### config.mk
export PLATFORM = sky130hd
export DESIGN_NAME = press_classifier
export DESIGN_NICKNAME = d
export VERILOG_FILES = /design/src/rtl/press_classifier.sv
export SDC_FILE = /design/constraint.sdc
export NUM_CORES = 1
export LEC_CHECK = 0
export ABC_CLOCK_PERIOD_IN_PS = 2800
export CAP_MARGIN = 20
export CORE_ASPECT_RATIO = 0.8
export CORE_MARGIN = 2
export CORE_UTILIZATION = 54
export DETAILED_ROUTE_END_ITERATION = 8
export HOLD_SLACK_MARGIN = 0.15
export PLACE_DENSITY = 0.78
export SLEW_MARGIN = 20
export SYNTH_ARGS = -nofsm -noshare
export SYNTH_HDL_FRONTEND = slang
export SYNTH_SLANG_ARGS = --single-unit
### constraint.sdc
create_clock -name clk -period 2.8 [get_ports clk]
set_clock_uncertainty 0.15 [all_clocks]
set_input_delay 0.42 -clock clk [delete_from_list [all_inputs] [get_ports clk]]
set_output_delay 0.42 -clock clk [all_outputs]
set_load 0.02 [all_outputs]
### src/rtl/press_classifier.sv
// press_classifier: classifies debounced button presses as short, long or double and counts rising edges.
module press_classifier #(
    parameter int LONG_CNT = 16,
    parameter int DBL_WIN  = 8
) (
    input  logic       clk,
    input  logic       rst,
    input  logic       db,
    output logic       rise_p,
    output logic       short_p,
    output logic       long_p,
    output logic       dbl_p,
    output logic [7:0] press_cnt
);
    typedef enum logic [2:0] {IDLE, HELD, LONG_HELD, WAIT2, HELD2} state_t;
    localparam logic [7:0] LONG_MAX = 8'(LONG_CNT - 1);
    localparam logic [7:0] DBL_MAX  = 8'(DBL_WIN - 1);
    state_t     r_state, w_state_n;
    logic [7:0] r_timer, w_timer_n;
    logic       r_db_q;
    logic       w_rise_e, w_rise_p, w_short, w_long, w_dbl;
    assign w_rise_e = db & ~r_db_q;
    always_comb begin
        w_state_n = r_state;
        w_timer_n = r_timer;
        w_rise_p  = 1'b0;
        w_short   = 1'b0;
        w_long    = 1'b0;
        w_dbl     = 1'b0;
        case (r_state)
            IDLE: begin
                if (w_rise_e) begin
                    w_state_n = HELD;
                    w_timer_n = 8'd0;
                    w_rise_p  = 1'b1;
                end
            end
            HELD: begin
                if (!db) begin
                    w_state_n = WAIT2;
                    w_timer_n = 8'd0;
                end else if (r_timer == LONG_MAX) begin
                    w_state_n = LONG_HELD;
                    w_long    = 1'b1;
                end else
                    w_timer_n = r_timer + 8'd1;
            end
            LONG_HELD: w_state_n = db ? LONG_HELD : IDLE;
            WAIT2: begin
                if (db) begin
                    w_state_n = HELD2;
                    w_dbl     = 1'b1;
                    w_rise_p  = 1'b1;
                end else if (r_timer == DBL_MAX) begin
                    w_state_n = IDLE;
                    w_short   = 1'b1;
                end else
                    w_timer_n = r_timer + 8'd1;
            end
            HELD2: w_state_n = db ? HELD2 : IDLE;
            default: w_state_n = IDLE;
        endcase
    end
    // db_q resets high so a button held through reset release is not a press
    always_ff @(posedge clk) begin
        if (rst) begin
            r_state   <= IDLE;
            r_timer   <= 8'd0;
            r_db_q    <= 1'b1;
            press_cnt <= 8'd0;
            rise_p    <= 1'b0;
            short_p   <= 1'b0;
            long_p    <= 1'b0;
            dbl_p     <= 1'b0;
        end else begin
            r_state   <= w_state_n;
            r_timer   <= w_timer_n;
            r_db_q    <= db;
            press_cnt <= (w_rise_e && press_cnt != 8'hFF) ? press_cnt + 8'd1 : press_cnt;
            rise_p    <= w_rise_p;
            short_p   <= w_short;
            long_p    <= w_long;
            dbl_p     <= w_dbl;
        end
    end
endmodule
# Word level (Yosys, flattened, before mapping)
# Index checks and enable logic that the tools add are counted.
# totals
romBits,0
regBits,24
latchBits,0
wordCells,55
ramBits,0
n_memories,0
output_inout_bits,12
input_bits,3
# classes
magnitude_cmp,0
n_mux,19
shift,0
n_mul,0
div,0
eq_ne,13
add_sub_neg,2
n_reduce_logical,8
bitwise_logic,5
# ops
cell,n
8-bit two-way mux,5
8-bit one-hot mux with 3 select lines,1
3-bit two-way mux,6
8-bit by 1-bit adder with 8-bit output (second input constant),2
3-bit one-hot mux with 5 select lines,1
3-bit inequality test (second input constant),3
8-bit by 3-bit equality test with 1-bit output (second input constant),1
8-bit by 4-bit equality test with 1-bit output (second input constant),1
8-bit inequality test (second input constant),1
3-bit by 2-bit equality test with 1-bit output (second input constant),2
2-bit inequality test (second input constant),3
3-bit OR reduction,2
5-bit AND reduction,1
1-bit two-way mux,4
1-bit inverter,4
3-bit by 1-bit equality test with 1-bit output (second input constant),1
3-bit equality test (second input constant),1
3-bit logical NOT,1
3-bit AND reduction,1
3-bit nonzero test,1
2-bit two-way mux,1
1-bit one-hot mux with 2 select lines,1
2-bit OR reduction,1
1-bit AND,1
1-bit logical AND,1

# Logic depth before layout (Yosys ltp)
# depth
word_depth,4
mapped_depth,6
mapped_depth_nobuf,5

# Least setup slack after synthesis
# No wires, ideal clock.
# synth_timing
kind,register to register
from,reg r_timer[4]
to,reg r_timer[3]
setup_slack_ps,672
t_required_ps,2569
arrival_ps,1897
path_stages_with_launch,6
path_cell_list,dfxtp_1 or4_4 o2111a_1 or4b_4 buf_6 o221ai_2
# synth_between
elab_chain_len,3
elab_cells_between_ends,5
# synth_rtl
element,line_no,rtl
"start, declared",19,"logic [7:0] r_timer, w_timer_n;"
"start signal, assigned",77,r_timer <= w_timer_n;
8-bit by 4-bit equality test with 1-bit output / 8-bit by 3-bit equality test with 1-bit output (equally long branches),"42, 54",
3-bit inequality test (no line) / 2-bit inequality test (equally long branches),n/a,
5-bit AND reduction (no line) *,n/a,
# Every way passes the cells marked *; elsewhere a longest branch is shown, timed or not.
# A chain may end at the register's enable or synchronous reset.

# Worst setup path after layout
# Ends and elaborated chain as after synthesis.

==> impl_metrics.ini <==
[cells_and_area]
area_growth_pct = 16.55
final_layout_size_suffix_gt1_share_pct = 11.25
nFillCells = 188
nNetsFinal = 166
layout_common_cells = dfxtp_1 (24), clkdlybuf4s50_1 (14), nand2_1 (12)
mostFrequentLayoutCell = dfxtp_1
diodes = 0
design_area_um2 = 1463

[drt]
firstDrtPassIters = 4
viasPerCell = 5.827
wl_per_cell_um = 13.48
drtIter0Drc = 39
drc = 0
vias = 1078
ant_nets = 0
drt-total-wl_um = 2493

[floorplan]
die_area_um2 = 2728
initial_core_util_pct = 57.64
die_x_um = 57.90
ios = 15
die_h_um = 47.12
core_um2 = 2177
num_rows = 15

[sta]
worst_pin_slew_ns = 1.000
final_max_slew_viol_count = 0
rsz0062_at_grt = no
tns_ns = 0
fmax_ghz = 0.4529
slew_headroom_pct = 32.74
setup_ws_ns = 0.5921
setup_violations = 0
fin_crit_ns = 2.208
finalHoldViolCount = 0
min_period_over_period_pct = 78.86

[critical_path]
cp_max_fo = 8
crit_arrival_ns = 2.29
endpoint_kind = register
setup.worst_path.start_class = register
ff2ff_setup_slack_ns = 0.59
cp.required_ns = 2.89
setup.worst_path.class = reg -> reg

[placement]
post-place-ws_ns = 0.3430
place.gp.congestion = 0.7579
post-dp-hpwl_um = 1811
portBuffers = 14
post_dp_cell_area_um2 = 1426

[yosys]
synth_edf_count = 0
synth_compound_area_share_pct = 18.94
ys_ff_latch = 24
yosys.area.top_type = dfxtp_1
synth_cells = 144
synth-simple-area-share_pct = 29.31
async_reset_ff_share_pct = 0
synthAdderAreaFrac_pct = 1.994
syn_area_per_cell_um2 = 8.715
synth_xor_area_share_pct = 4.187
ys_seq_area_share_pct = 38.29
synth.top_cell.area_share_pct = 38.29
synth_area_leaders = dfxtp_1 (38%), nand2_1 (3.6%), o221ai_2 (3.6%)
yosys_warnings = 0
synthMuxAreaShare_pct = 2.493
ys_types = 42
synth_flop_cell = dfxtp_1
syn-num-nets = 149
syn_area_um2 = 1255
synth_top_family_by_area = simple AND/OR/NAND/NOR gates

[clocking]
cts_buffers = 3
numClockSinks = 24
htreeDepth = 1
cts-root-buf = clkbuf_4
clock_latency_ns = 0.31
cts.path.max_buffers = 2
cts_tree = yes
clkTransAtPathRegs_ns = 0.13
post_cts_resized = 0
post-cts-setup-buffers = 0
holdBufCountCts = 0

[run]
maxCapViolations = 0

[power]
power_density_nw_per_um2 = 395.9
p_leak_nw = 0.4863
vdd_ir_drop_max_v = 0.0003759

[outcome]
status = complete, no violations

[global_route]
gr-total-overflow = 0
grt_pass1_vias = 939
grt_use_total_pct = 20.59
grt_pass1_wl_um = 4250
antenna_found_initial = 0
grt_max_degree = 14

[hold_path]
min_path_type = reg -> reg
## power breakdown
part           internal, mW  leakage, nW  switching (mW)
Sequential            0.346        0.194         0.00749
Combinational        0.0202        0.271          0.0264
Clock                0.0794       0.0210          0.0994
Total                 0.446        0.486           0.133
## path summary, 6_finish.rpt
path | from | to | depth (start not counted)
hold reg to reg | r_timer[1] | r_timer[1] | 2
setup reg to reg | r_timer[4] | r_timer[3] | 4
setup / recovery | r_timer[4] | r_timer[3] | 4
hold / removal | r_timer[1] | r_timer[1] | 2
## synth_stat cells, types with 2 or more instances
library cell and number:
nor2_1 10, or4_1 3, inv_1 8, o221ai_2 3, nor3_1 5, nor3b_1 2, o21ai_0 4, nand4b_1 2
a21oi_1 7, dfxtp_1 24, nor2b_1 4, a31oi_1 2, xnor2_1 3, o31ai_1 3, o22ai_2 2, and3_1 2
and2_1 2, o21ai_1 2, mux2i_1 2, nand3_1 8, clkbuf_1 5, ha_1 2, nand2b_1 3, xor2_1 3
nand2_1 12, or3_1 3, nand4_1 3
## worst max-delay path, cell delays in order, from the launching register on
cell and delay (ns):
dfxtp_1 0.40, or4_4 0.56, o2111a_1 0.27, or4b_4 0.57, o221ai_2 0.18
## kinds of logic after synthesis
| family | after synthesis |
|---|---|
| and+or+nand+nor | 65 |
| AOI/OAI and AO/OA | 30 |
| DFF | 24 |
| buffers and inverters | 14 |
| xor gates and xnor gates | 6 |
| muxes | 3 |
| adders and majority gates | 2 |
## state kept, by name (all words and copies together) (netlist names)
signal	cells
rise_p	1
short_p	1
dbl_p	1
r_timer	8
r_state	3
press_cnt	8
r_db_q	1
long_p	1
## through the flow
step / utilization (%) / power [mW] / hold slack [ns] / std cells
final: 67.18 / 0.5790 / 0.3398 / 185
after global routing: 67.18 / 0.6068 / 0.3644 / 185
after CTS: 67.18 / 0.5884 / 0.3461 / 185
after detailed placement: 65.52 / 0.4074 / 0.3281 / 181
after global placement: 65.52 / 0.4060 / 0.3137 / 181
after floorplan: - / 0.3951 / 0.2990 / 144
## layout make-up
type	count	area, um^2	area share [%]
inverter	8	30.03	2.053
multi-input combinational	106	714.4	48.85
tap	25	31.28	2.139
timing repair buffer	18	170.2	11.63
sequential	24	480.5	32.85
clock buffer	4	36.28	2.481
## metal layers
layer  up-vias  track usage [%]  routed length, um
li1        559                -                  -
met1       493            28.31               1223
met2        24            31.59               1142
met3         2            6.887                114
met4         0            5.116                 12
met5         -                0                  0
Power figures use the tool's default switching activity.
